--- src/rtl/reg_write_sequencer.sv ---
// Register write-bus initiator: FIFO-buffered command bytes replayed as spaced strobes.
// Define REG_WRITE_SEQ_WAIT_CMD_EN to treat address 7 as a timed wait (data x TICK cycles).
module reg_write_sequencer #(
    parameter int DEPTH = 4,
    parameter int GAP   = 2,
    parameter int TICK  = 256
) (
    input  logic       clk,
    input  logic       rst,
    input  logic       cmd_valid,
    output logic       cmd_ready,
    input  logic [7:0] cmd_byte,
    output logic       write_strobe,
    output logic [2:0] address,
    output logic [4:0] data,
    output logic       busy
);

    localparam int AW = $clog2(DEPTH);
    localparam int CW = AW + 1;
    localparam int GW = (GAP > 1) ? $clog2(GAP) : 1;

    typedef enum logic [1:0] {
        S_IDLE,
        S_STROBE,
        S_GAP
`ifdef REG_WRITE_SEQ_WAIT_CMD_EN
        , S_WAIT
`endif
    } state_t;

    logic [7:0]    mem_q [DEPTH];
    logic [AW-1:0] wr_ptr_q, rd_ptr_q;
    logic [CW-1:0] count_q;
    logic          full, empty, push, pop;
    logic [7:0]    head;

    state_t        state_q, state_d;
    logic [GW-1:0] gap_cnt_q, gap_cnt_d;
    logic          strobe_q, strobe_d;
    logic [2:0]    addr_q, addr_d;
    logic [4:0]    data_q, data_d;
    logic          dispatch;
    logic          head_is_wait;

    assign full      = (count_q == CW'(DEPTH));
    assign empty     = (count_q == '0);
    assign cmd_ready = !full;
    assign push      = cmd_valid && !full;
    assign head      = mem_q[rd_ptr_q];

    always_ff @(posedge clk) begin
        if (rst) begin
            wr_ptr_q <= '0;
            rd_ptr_q <= '0;
            count_q  <= '0;
        end else begin
            if (push) begin
                mem_q[wr_ptr_q] <= cmd_byte;
                wr_ptr_q        <= wr_ptr_q + AW'(1);
            end
            if (pop)
                rd_ptr_q <= rd_ptr_q + AW'(1);
            case ({push, pop})
                2'b10:   count_q <= count_q + CW'(1);
                2'b01:   count_q <= count_q - CW'(1);
                default: count_q <= count_q;
            endcase
        end
    end

`ifdef REG_WRITE_SEQ_WAIT_CMD_EN
    // Sized to hold 31*TICK-1; a zero-length wait still occupies one cycle.
    localparam int WW = $clog2(31 * TICK + 1);
    logic [WW-1:0] wait_cnt_q, wait_cnt_d, wait_load;

    assign head_is_wait = (head[7:5] == 3'd7);
    assign wait_load    = (head[4:0] == 5'd0) ? '0
                        : WW'(head[4:0]) * WW'(TICK) - WW'(1);

    always_ff @(posedge clk) begin
        if (rst) wait_cnt_q <= '0;
        else     wait_cnt_q <= wait_cnt_d;
    end
`else
    assign head_is_wait = 1'b0;
`endif

    always_ff @(posedge clk) begin
        if (rst) begin
            state_q   <= S_IDLE;
            gap_cnt_q <= '0;
            strobe_q  <= 1'b0;
            addr_q    <= '0;
            data_q    <= '0;
        end else begin
            state_q   <= state_d;
            gap_cnt_q <= gap_cnt_d;
            strobe_q  <= strobe_d;
            addr_q    <= addr_d;
            data_q    <= data_d;
        end
    end

    always_comb begin
        state_d   = state_q;
        gap_cnt_d = gap_cnt_q;
        strobe_d  = 1'b0;
        addr_d    = addr_q;
        data_d    = data_q;
        pop       = 1'b0;
        dispatch  = 1'b0;
`ifdef REG_WRITE_SEQ_WAIT_CMD_EN
        wait_cnt_d = wait_cnt_q;
`endif
        case (state_q)
            S_IDLE:   dispatch = 1'b1;
            S_STROBE: begin
                state_d   = S_GAP;
                gap_cnt_d = GW'(GAP - 1);
            end
            S_GAP: begin
                if (gap_cnt_q == '0) dispatch = 1'b1;
                else                 gap_cnt_d = gap_cnt_q - GW'(1);
            end
`ifdef REG_WRITE_SEQ_WAIT_CMD_EN
            S_WAIT: begin
                if (wait_cnt_q == '0) dispatch = 1'b1;
                else                  wait_cnt_d = wait_cnt_q - WW'(1);
            end
`endif
            default:  state_d = S_IDLE;
        endcase

        // Shared by IDLE and the final GAP/WAIT cycle so back-to-back commands lose no cycle.
        if (dispatch) begin
            if (!empty) begin
                pop = 1'b1;
                if (head_is_wait) begin
`ifdef REG_WRITE_SEQ_WAIT_CMD_EN
                    state_d    = S_WAIT;
                    wait_cnt_d = wait_load;
`endif
                end else begin
                    state_d  = S_STROBE;
                    strobe_d = 1'b1;
                    addr_d   = head[7:5];
                    data_d   = head[4:0];
                end
            end else begin
                state_d = S_IDLE;
            end
        end
    end

    assign write_strobe = strobe_q;
    assign address      = addr_q;
    assign data         = data_q;
    assign busy         = (state_q != S_IDLE) || !empty;

endmodule

--- config.mk ---
export PLATFORM = sky130hd
export DESIGN_NAME = reg_write_sequencer
export DESIGN_NICKNAME = d
export VERILOG_FILES = /design/src/rtl/reg_write_sequencer.sv
export SDC_FILE = /design/constraint.sdc
export NUM_CORES = 1
export LEC_CHECK = 0
export ABC_CLOCK_PERIOD_IN_PS = 5550
export CAP_MARGIN = 15
export CORE_UTILIZATION = 62
export CTS_BUF_LIST = sky130_fd_sc_hd__clkbuf_8
export CTS_CLUSTER_DIAMETER = 100
export CTS_CLUSTER_SIZE = 14
export DETAILED_ROUTE_END_ITERATION = 6
export GPL_ROUTABILITY_DRIVEN = 0
export PLACE_DENSITY = 0.86
export SYNTH_ARGS = -nofsm -noshare
export SYNTH_HDL_FRONTEND = slang
export SYNTH_SLANG_ARGS = --single-unit
--- constraint.sdc ---
create_clock -name clk -period 5.55 [get_ports clk]
set_input_delay 1.11 -clock clk [delete_from_list [all_inputs] [get_ports clk]]
set_output_delay 1.11 -clock clk [all_outputs]
set_load 0.05 [all_outputs]
==> impl_metrics.ini, run 1 <==
[synth]
synth_top_family_by_area = multiplexers
ys_warn_count = 0
synthAdderAreaFrac_pct = 5.86
synthArstFlopShare_pct = 0
syn_area_sq_um = 2050
synth_nets = 152
synth_top_area_cell = edfxtp_1
yosys-top-cells-area = edfxtp_1, dfxtp_1, mux4_2
ys_seq_elements = 51
ys_seq_area_share_pct = 65.4
synth-edff-count = 32
synth_flop_cell = edfxtp_1
netlist_instances = 132
syn_avg_cell_area_sq_um = 15.5
synthXorXnorAreaFrac_pct = 2.14
synth.distinct_cells = 30
synth_compound_area_share_pct = 2.50
synth_top_cell_area_share_pct = 46.9
yosys.area_share.simple_pct = 7.75
synthMuxAreaShare_pct = 13.7

[timing]
min_period_ns = 2.99
clock_skew_ns = 0.00751
final_hold_viol_count = 0
slew_viol_final = 0
max_slew_margin_pct = 50.9
worst_pin_slew_ns = 0.735
finalSetupTns_ns = 0
rsz0062_at_grt = false
fin_crit_sh_pct = 53.9
timing.fmax_mhz = 334
setup_violations = 0

[power]
power_density_nw_per_um2 = 523
leakagePower_nw = 0.862
p_total_w = 0.00124
worst_ir_drop_vdd_mv = 0.315

[placed_design]
portBuffers = 21
placedCellCount = 192
dp_hpwl_microns = 2180

[setup_path]
crit_path_max_incr_delay_ns = 0.80
setup.worst_path.end_class = primary output
crit_type = register to primary output
cp-start-kind = register
worst_ep_required_time_ns = 4.44
path_cells = inv_1 -> ha_1 -> nand2_1 -> clkdlybuf4s50_1
worstReg2RegStart = state_q[0]
arrival_ns = 1.88
cp_top_family = buffers and inverters
crit_slowest_cell = clkdlybuf4s50_1
critPathLaunch = state_q[1]
path_max_fanout = 4
worst-path-buf-inv = 2

[clock_network]
clkSinkCount = 51
cts-htree-levels = 2
post_cts_resized = 0
cts_root_buf = clkbuf_8
cts-hold-fix-buffers = 0
clk_latency_ns = 0.31
numCtsBuffers = 5
path_clk_slew_ns = 0.08
cts_tree = yes
cts_setup_buffers = 0
cts_max_path_buffers = 2

[floorplan]
core_sq_um = 3100
die_y_microns = 59.5
die_area_sq_um = 3540
initial_core_util_pct = 66.1
pin_count = 22
rows = 20
die_w_microns = 59.5

[global_routing]
grt_pass1_vias = 1061
overflow = 0
grt_first_pass_wirelength_microns = 5060
grt_max_degree = 21
antenna_found_initial = 0
grt_usage_pct = 21.3

[route]
drt_iter0_drc = 22
ant_nets = 0
first_pass_iters = 4
vias = 1078
wl_microns = 3200
post_drt_wl_per_cell_microns = 16.0
via_per_inst = 5.39
drcViolationCount = 0

[cells_and_area]
layout.nets = 175
n_antenna_cell = 0
mostFrequentLayoutCells = edfxtp_1, clkdlybuf4s50_1, dfxtp_1
layout-drive-gt1-share_pct = 12.2
area_growth_syn_to_layout_pct = 15.5
finalNonFillerCells = 200
final_common_cell = edfxtp_1

[worst_hold_path]
min-delay-start = wr_ptr_q[1]
hold_path_class = register to register

[outcome]
status = complete, no violations

[job]
drv_cap = 0
-- path summary, 6_finish.rpt --
path | end | slack (ns) | cells past startpoint
worst max-delay path | busy | 2.56 | 4
worst min-delay path | wr_ptr_q[1] | 0.51 | 2
worst max register to register | count_q[2] | 2.95 | 10
worst min register to register | wr_ptr_q[1] | 0.51 | 2
-- cell type report --
class	instances	area, sq um
fill	229	734
clock inverter	3	20.0
clock buffer	5	68.8
multi-input combinational	71	654
inverter	5	18.8
tap	44	55.1
timing repair buffer	21	210
sequential	51	1340
-- tightest hold or removal path, stage by stage, from the launching register on --
cell and delay [ns]:
dfxtp_1 0.35, nand2_1 0.06, a21oi_1 0.06
-- synth_stat cells, drive strengths merged (3+ instances only) --
| master | count |
|---|---|
| mux4 | 8 |
| and2 | 4 |
| a21oi | 3 |
| inv | 5 |
| buf | 4 |
| mux2i | 10 |
| nand2 | 3 |
| dfxtp | 19 |
| ha | 8 |
| xor2 | 3 |
| edfxtp | 32 |
| nor2 | 17 |
-- layer usage --
metal  vias up  wire length, microns  GRT usage [%]
met5         -                     0              0
met4         0                    51           10.3
met3         7                   132           7.86
met2        25                  1640           34.3
met1       527                  1380           25.3
li1        519                     -              -
-- power breakdown --
group	leakage, nW	total, W	switching (W)	internal (W)
registers	0.447	0.000525	0.0000567	0.000468
clock network	0.0418	0.000206	0.000118	0.0000879
logic	0.373	0.000507	0.000292	0.000215
-- through the flow --
step | setup slack (ns) | hold slack (ns) | instance area (sq um) | util (%)
5_1_grt | 2.51 | 0.535 | 2370 | 76.3
3_3_place_gp | 2.59 | 0.474 | 2280 | 73.5
6_report | 2.56 | 0.507 | 2370 | 76.3
3_5_place_dp | 2.49 | 0.492 | 2280 | 73.5
4_1_cts | 2.54 | 0.513 | 2370 | 76.3
2_1_floorplan | 3.13 | 0.469 | 2050 | -
-- cells by family after synthesis --
group                      after synthesis
and+or+nand+nor                         32
AOI/OAI and AO/OA                        7
DFF                                     51
adders and majority gates                9
muxes                                   18
buffers and inverters                   10
xor gates and xnor gates                 5
-- registers in the layout, summed over array words and instances, names as in the netlist --
| signal | flops |
|---|---|
| gap_cnt_q | 1 |
| write_strobe | 1 |
| count_q | 3 |
| rd_ptr_q | 2 |
| mem_q | 32 |
| address | 3 |
| wr_ptr_q | 2 |
| data | 5 |
| state_q | 2 |
Note: power is estimated with default switching activity, not from simulation.
==> run 2: changes to the inputs <==
==> config.mk (replaced) <==
export PLATFORM = sky130hd
export DESIGN_NAME = reg_write_sequencer
export DESIGN_NICKNAME = d
export VERILOG_FILES = /design/src/rtl/reg_write_sequencer.sv
export SDC_FILE = /design/constraint.sdc
export NUM_CORES = 1
export LEC_CHECK = 0
export ABC_CLOCK_PERIOD_IN_PS = 3020
export CAP_MARGIN = 15
export CORE_UTILIZATION = 58
export CTS_BUF_LIST = sky130_fd_sc_hd__clkbuf_8
export CTS_CLUSTER_DIAMETER = 100
export CTS_CLUSTER_SIZE = 14
export DETAILED_ROUTE_END_ITERATION = 6
export GPL_ROUTABILITY_DRIVEN = 0
export PLACE_DENSITY = 0.82
export SYNTH_ARGS = -nofsm -noshare
export SYNTH_HDL_FRONTEND = slang
export SYNTH_SLANG_ARGS = --single-unit
==> constraint.sdc (replaced) <==
create_clock -name clk -period 3.02 [get_ports clk]
set_input_delay 0.604 -clock clk [delete_from_list [all_inputs] [get_ports clk]]
set_output_delay 0.604 -clock clk [all_outputs]
set_load 0.05 [all_outputs]
==> run 2 against run 1 <==
Net effect:
- sequential power is 83% higher
- final cell count is 2.0% higher
- cell area is 0.53% higher
- routed wire length is 0.91% lower
- sequential cell count stayed put
- register-to-register slack worse by 2.2 ns
- setup slack worse by 2.0 ns
- total power is 84% higher
- non-clock buffer count is 2 higher
- clock power is 77% higher
==> impl_metrics.ini, run 2 (same netlist as run 1, synthesis figures left out) <==
[global_routing]
grt_util_met1_pct = 20.5
antenna_found_initial = 0
grt_max_degree = 21
grt_util_met3_pct = 5.04
grt_usage_pct = 20.4
grt.met2_usage_pct = 39.6
grt_pass1_vias = 1138
overflow = 0
grt_first_pass_wirelength_microns = 5080
busiest_layer = met2

[timing]
fin_crit_sh_pct = 82.2
clock_skew_ns = 0.00321
min_period_ns = 2.48
timing.fmax_mhz = 403
slew_viol_final = 0
rsz0062_at_grt = false
max_slew_margin_pct = 58.1
worst_pin_slew_ns = 0.628
finalSetupTns_ns = 0
setup_violations = 0
final_hold_viol_count = 0

[worst_hold_path]
min-delay-start = address[0]
hold_path_class = register to register

[cells_and_area]
final_common_cell = edfxtp_1
layout-drive-gt1-share_pct = 12.7
finalNonFillerCells = 204
post-route-util_pct = 70.8
largest_register_ffs = 32
final_area_sq_um = 2380
layout.nets = 177
regMostFlops = mem_q
fillers = 242
seq_area_sq_um = 1340
mostFrequentLayoutCells = edfxtp_1, clkdlybuf4s50_1, dfxtp_1
multi_input_area_sq_um = 654
n_antenna_cell = 0
area_growth_syn_to_layout_pct = 16.1

[clock_network]
clk_latency_ns = 0.30
path_clk_slew_ns = 0.08
cts_tree = yes
numCtsBuffers = 5
cts_setup_buffers = 0
cts_root_buf = clkbuf_8
clkSinkCount = 51
cts_max_path_buffers = 2
cts-hold-fix-buffers = 0
cts-htree-levels = 2
post_cts_resized = 0

[setup_path]
setup.worst_path.end_class = primary output
path_max_fanout = 4
worstReg2RegStart = state_q[0]
worst_ep_required_time_ns = 2.42
critPathLaunch = state_q[1]
crit_type = register to primary output
cp-start-kind = register
arrival_ns = 1.88

[floorplan]
die_w_microns = 61.5
rows = 21
initial_core_util_pct = 61.0
die_y_microns = 61.5
die_area_sq_um = 3780
pin_count = 22
core_sq_um = 3360

[route]
ant_nets = 0
vias = 1074
drcViolationCount = 0
first_pass_iters = 4
post_drt_wl_per_cell_microns = 15.5
drt_iter0_drc = 38
via_per_inst = 5.26
wl_microns = 3170

[power]
leakagePower_nw = 0.869
power_density_nw_per_um2 = 956
worst_ir_drop_vdd_mv = 0.498

[job]
drv_cap = 0

[outcome]
status = complete, no violations

[placed_design]
dpl-instance-area_sq_um = 2300
placedCellCount = 196
dp_hpwl_microns = 2270
portBuffers = 21
## run 2: cell types whose count changed in the layout (fill, tap and decap cells not counted)
cell / delta
buf_4: +2
clkinv_4: -1
clkinv_1: +1
## run 2: final timing paths
path                end  slack [ns]  cells after the start
max                busy        0.54                      4
min          address[0]        0.50                      2
max reg2reg  count_q[2]        0.76                     10
min reg2reg  address[0]        0.50                      2
## run 2: report_power, final
part           switching, W  total [W]  internal (W)
Sequential        0.0000996   0.000960      0.000860
Combinational      0.000541   0.000952      0.000412
Clock              0.000207   0.000364      0.000157
## run 2: layer usage
layer	vias up	part of all wire, %
li1	525	-
met3	7	2.3
met5	-	0
met1	528	37
met2	14	59
met4	0	1.7
## run 2: critical path, cell delays in order, from the launching register on
cell,delay (ns)
dfxtp_1,0.36
inv_1,0.07
ha_1,0.25
nand2_1,0.10
clkdlybuf4s50_1,0.80
## run 2: layout make-up
type / instances / share of cell area (%)
clock buffer: 5 / 2.89
clock inverter: 3 / 0.631
inverter: 5 / 0.788
multi-input combinational: 71 / 27.5
sequential: 51 / 56.3
tap: 46 / 2.42
timing repair buffer: 23 / 9.46
## run 2: stage by stage
stage          setup WS, ns  power [W]  hold slack, ns
4_1_cts               0.512    0.00230           0.502
6_report              0.537    0.00228           0.499
3_5_place_dp          0.542    0.00194           0.482
2_1_floorplan         0.712    0.00172           0.469
5_1_grt               0.444    0.00242           0.547
3_3_place_gp          0.602    0.00189           0.473
==> run 3: changes to the inputs <==
--- a/config.mk
+++ b/config.mk
@@ -5,7 +5,7 @@
 export SDC_FILE = /design/constraint.sdc
 export NUM_CORES = 1
 export LEC_CHECK = 0
-export ABC_CLOCK_PERIOD_IN_PS = 3020
+export ABC_CLOCK_PERIOD_IN_PS = 2300
 export CAP_MARGIN = 15
 export CORE_UTILIZATION = 58
 export CTS_BUF_LIST = sky130_fd_sc_hd__clkbuf_8
==> constraint.sdc (replaced) <==
create_clock -name clk -period 2.3 [get_ports clk]
set_input_delay 0.46 -clock clk [delete_from_list [all_inputs] [get_ports clk]]
set_output_delay 0.46 -clock clk [all_outputs]
set_load 0.05 [all_outputs]
==> run 3 against run 2 <==
Net effect:
- routed wire length up 8.7%
- via count up 4.0%
- clock skew up 0.0013 ns
- register-to-register slack worse by 0.71 ns
- total power up 44%
- critical path depth up 6
- clock power up 75%
- sequential share of layout area down 2.2 points
- highest routed layer unchanged
==> impl_metrics.ini, run 3 (same netlist as run 1, synthesis figures left out) <==
[outcome]
status = complete, no violations

[timing]
clock_skew_ns = 0.00450
min_period_ns = 2.25
worst_pin_slew_ns = 0.677
final_hold_viol_count = 0
setup_violations = 0
timing.fmax_mhz = 443
fin_crit_sh_pct = 98.0
max_slew_margin_pct = 54.8
slew_viol_final = 0

[global_routing]
overflow = 0
grt_usage_pct = 20.7
grt_util_met3_pct = 5.25
grt_util_met1_pct = 24.0
busiest_layer = met2
antenna_found_initial = 0
grt_pass1_vias = 1116
grt_first_pass_wirelength_microns = 5260
grt_max_degree = 20
grt.met2_usage_pct = 37.6

[cells_and_area]
layout.nets = 181
mostFrequentLayoutCells = edfxtp_1, clkdlybuf4s50_1, dfxtp_1
layout-drive-gt1-share_pct = 22.2
final_area_sq_um = 2480
finalNonFillerCells = 208
regMostFlops = mem_q
final_common_cell = edfxtp_1
area_growth_syn_to_layout_pct = 20.9
largest_register_ffs = 32
n_antenna_cell = 0

[setup_path]
worst_ep_required_time_ns = 2.53
setup.worst_path.end_class = register
path_cells = inv_1 -> ha_2 -> nor2b_2 -> o21ai_4 -> inv_2 -> ha_4 -> fa_2 -> xnor2_2 -> or3_1 -> a21oi_2
worst-path-buf-inv = 2
arrival_ns = 2.48
crit_type = register to register
cp-start-kind = register
cp_top_family = adder cells
crit_slowest_cell = or3_1
path_max_fanout = 3
crit_path_max_incr_delay_ns = 0.39

[clock_network]
cts-hold-fix-buffers = 0
cts_root_buf = clkbuf_8
clk_latency_ns = 0.29
cts-htree-levels = 2
path_clk_slew_ns = 0.09
cts_max_path_buffers = 2
clkSinkCount = 51
numCtsBuffers = 5
cts_tree = yes

[floorplan]
rows = 21
die_y_microns = 61.5
die_area_sq_um = 3780
core_sq_um = 3360
die_w_microns = 61.5
pin_count = 22
initial_core_util_pct = 61.0

[route]
post_drt_wl_per_cell_microns = 16.6
ant_nets = 0
wl_microns = 3450
drt_iter0_drc = 76
first_pass_iters = 4
via_per_inst = 5.37
drcViolationCount = 0
vias = 1117

[power]
worst_ir_drop_vdd_mv = 0.960
power_density_nw_per_um2 = 1320
leakagePower_nw = 0.907

[placed_design]
placedCellCount = 198
portBuffers = 21
dpl-instance-area_sq_um = 2310
dp_hpwl_microns = 2330

[worst_hold_path]
hold_path_class = register to register

[job]
drv_cap = 0
==> run 3: worst paths after layout <==
kind | start | end | slack [ns] | cells past startpoint
max | state_q[0] | count_q[2] | 0.05 | 10
min reg2reg | data[1] | data[1] | 0.50 | 2
max reg2reg | state_q[0] | count_q[2] | 0.05 | 10
min | data[1] | data[1] | 0.50 | 2
==> run 3: timing repair <==
item,4_1_cts,5_1_grt
hold endpoints to repair,0,0
pin swaps,0,4
gates resized for setup,3,6
buffers inserted,0,2
setup endpoints to repair,2,1
==> run 3: final cells by class <==
cell class | count | area, sq um
fill | 233 | 883
tap | 46 | 57.6
clock buffer | 6 | 82.6
timing repair buffer | 27 | 251
sequential | 51 | 1340
multi-input combinational | 71 | 688
inverter | 5 | 18.8
clock inverter | 2 | 38.8
==> run 3: layer usage <==
metal	vias to the layer above	share of wire [%]
met5	-	0
met3	2	3.4
met4	0	0.70
li1	531	-
met2	25	55
met1	559	40
==> run 3: through the flow <==
step                      TNS [ns]  setup slack (ns)  hold WS, ns  util [%]  power (W)
final                            0            0.0451        0.502      73.7    0.00327
after global routing       -0.0170           -0.0170        0.537      73.7    0.00345
after CTS                        0           0.00693        0.509      72.5    0.00320
after detailed placement   -0.0250           -0.0250        0.486      68.8    0.00255
after global placement           0            0.0725        0.475      68.8    0.00249
after floorplan                  0           0.00406        0.469         -    0.00226
==> run 3: power breakdown <==
group | switching (W) | internal, W
clock network | 0.000279 | 0.000358
logic | 0.000746 | 0.000617
registers | 0.000141 | 0.00113
==> run 3: tightest hold or removal path: cells and delay by family, from the launching register on <==
family	cells	cell delay (ns)
flops	1	0.34
mux	1	0.07
simple gates	1	0.07
==> patch, RTL diff (flow settings as in run 2) <==
`DEPTH`: 4 -> 8.
--- a/src/rtl/reg_write_sequencer.sv
+++ b/src/rtl/reg_write_sequencer.sv
@@ -2,5 +2,5 @@
 // Define REG_WRITE_SEQ_WAIT_CMD_EN to treat address 7 as a timed wait (data x TICK cycles).
 module reg_write_sequencer #(
-    parameter int DEPTH = 4,
+    parameter int DEPTH = 8,
     parameter int GAP   = 2,
     parameter int TICK  = 256
Check against the original RTL: not equivalent (a bounded check fails within 10 cycles, from zero or initial values and one cycle with rst high).
==> patch against run 2 <==
- total power rose by 72%
- first-iteration DRC count rose to 5.3 times the old value
- cell area grew 73%
- combinational power rose by 63%
- wire length up 94%
- clock skew rose by 0.0094 ns
- area after synthesis rose by 75%
- setup slack worse by 0.29 ns
- sequential cell count grew 35
- via count increased by 78%
- critical endpoint is now cmd_ready
- largest power group unchanged
==> patch: results <==
worst_setup_path:
  reg2reg_depth: 8
  r2r_slack_ns: 0.28
  reg2reg_from: "count_q[0]"
  path_max_fanout: 6
  r2r_end: "count_q[3]"
  cp.arrival_ns: 2.16
clocking:
  cts_max_path_buffers: 2
  cts_max_level: 3
  cts_buffers: 9
  clk_latency_ns: 0.35
sta:
  tightestPinTransition_ns: 0.877
  skew_ns: 0.0126
synthesis:
  synth.distinct_cells: 40
  synthArstFlopShare_pct: 0
  synth-edff-count: 64
  ys_seq_area_share_pct: 65.9
  synthTopCellsByArea: "edfxtp_1 54%, dfxtp_1 12%, mux4_2 10%, ha_1 2.8%, nor2_4 2.5%"
  yosys-top-cells-count: "64 x edfxtp_1, 22 x dfxtp_1, 18 x nor2_1, 16 x mux4_2, 9 x o22ai_1"
  synth.net_count: 236
routing:
  drtIter0Drc: 200
  wl_per_cell_um: 18.6
  viasPerCell: 5.80
placed_design:
  placed_cell_area_um2: 3920
  hpwl_mm: 3.87
cells_and_area:
  drive_gt1_share_pct: 27.5
  n_fill_cell: 392
  largest_reg_flops: 64
  nets: 270
global_routing:
  use_met1_pct: 28.8
  grt_use_met3_pct: 5.00
  first_global_vias: 1892
  met2_usage_pct: 35.2
  grt_usage_pct: 21.9
  antenna_found_initial: 0
  grt_first_pass_wirelength_mm: 9.84
power:
  peakVddDrop_mv: 0.583
  cellLeakagePower_nw: 1.37
  p_sw_share_pct: 38.5
min_path:
  hold_path_end: "data[2]"
  hp-start: "data[2]"
  hold_path_depth: 2
outcome:
  status: "complete, no violations"
patch: changes by cell type in the layout (fill, tap and decap cells not counted), sizes merged, moves of 4 or more:
cell	run 2	this run
mux2i	10	2
mux4	8	16
inv	5	10
o22ai	0	9
and2	4	0
buf	2	13
nor3	1	11
edfxtp	32	64
clkbuf	5	9
nor2	17	26
patch: through the flow:
stage	util (%)	cells	setup slack, ns	hold WS, ns
2_1_floorplan	-	216	0.353	0.473
3_3_place_gp	65.9	314	0.269	0.500
3_5_place_dp	65.9	314	0.186	0.505
4_1_cts	69.2	330	0.241	0.520
5_1_grt	69.2	330	0.0885	0.539
6_report	69.2	330	0.251	0.514
patch: how the worst max path moves through the flow:
stage	from	slack (ns)	endpoint	cells past startpoint
2_1_floorplan	count_q[0]	0.35	count_q[3]	9
3_3_place_gp	cmd_valid	0.27	count_q[3]	8
3_5_place_dp	cmd_valid	0.19	count_q[3]	8
4_1_cts	count_q[0]	0.24	cmd_ready	2
5_1_grt	count_q[0]	0.09	count_q[3]	8
6_report	count_q[0]	0.25	cmd_ready	2
patch: routing by layer:
layer | share of wire [%] | routed length [um]
met2 | 51 | 3110
met1 | 44 | 2700
met4 | 1.4 | 89
met3 | 4.1 | 250
met5 | 0 | 0
patch: area by class of cell:
class	instances	area (um^2)	area share [%]
clock buffer	9	124	3.01
clock inverter	7	75.1	1.82
inverter	6	22.5	0.546
sequential	86	2360	57.3
timing repair buffer	34	308	7.47
multi-input combinational	113	1140	27.6
tap	75	93.8	2.28
patch: power by group through the flow:
stage	registers (mW)	logic, mW	clock network [mW]
global placement	1.60	1.52	0
CTS	1.58	1.57	0.797
global route	1.60	1.69	0.842
finish	1.58	1.55	0.780
detailed placement	1.61	1.56	0
floorplan	1.72	1.10	0
patch: logic make-up (layout without fill, tap and decap cells):
logic type | after synthesis | count (layout) | synth area share [%]
multiplexers | 18 | 18 | 10.6
buffers and inverters | 17 | 56 | 2.62
flip-flops | 86 | 86 | 65.9
AO/OA/AOI/OAI | 22 | 22 | 4.99
AND/OR/NAND/NOR | 58 | 58 | 11.1
adder cells (fa/ha/maj) | 9 | 9 | 3.35
XOR/XNOR | 6 | 6 | 1.47
patch: critical path, cell delays in order (launching register included):
cell             delay [ns]
dfxtp_1                0.38
or4b_1                 0.67
clkdlybuf4s50_1        0.76
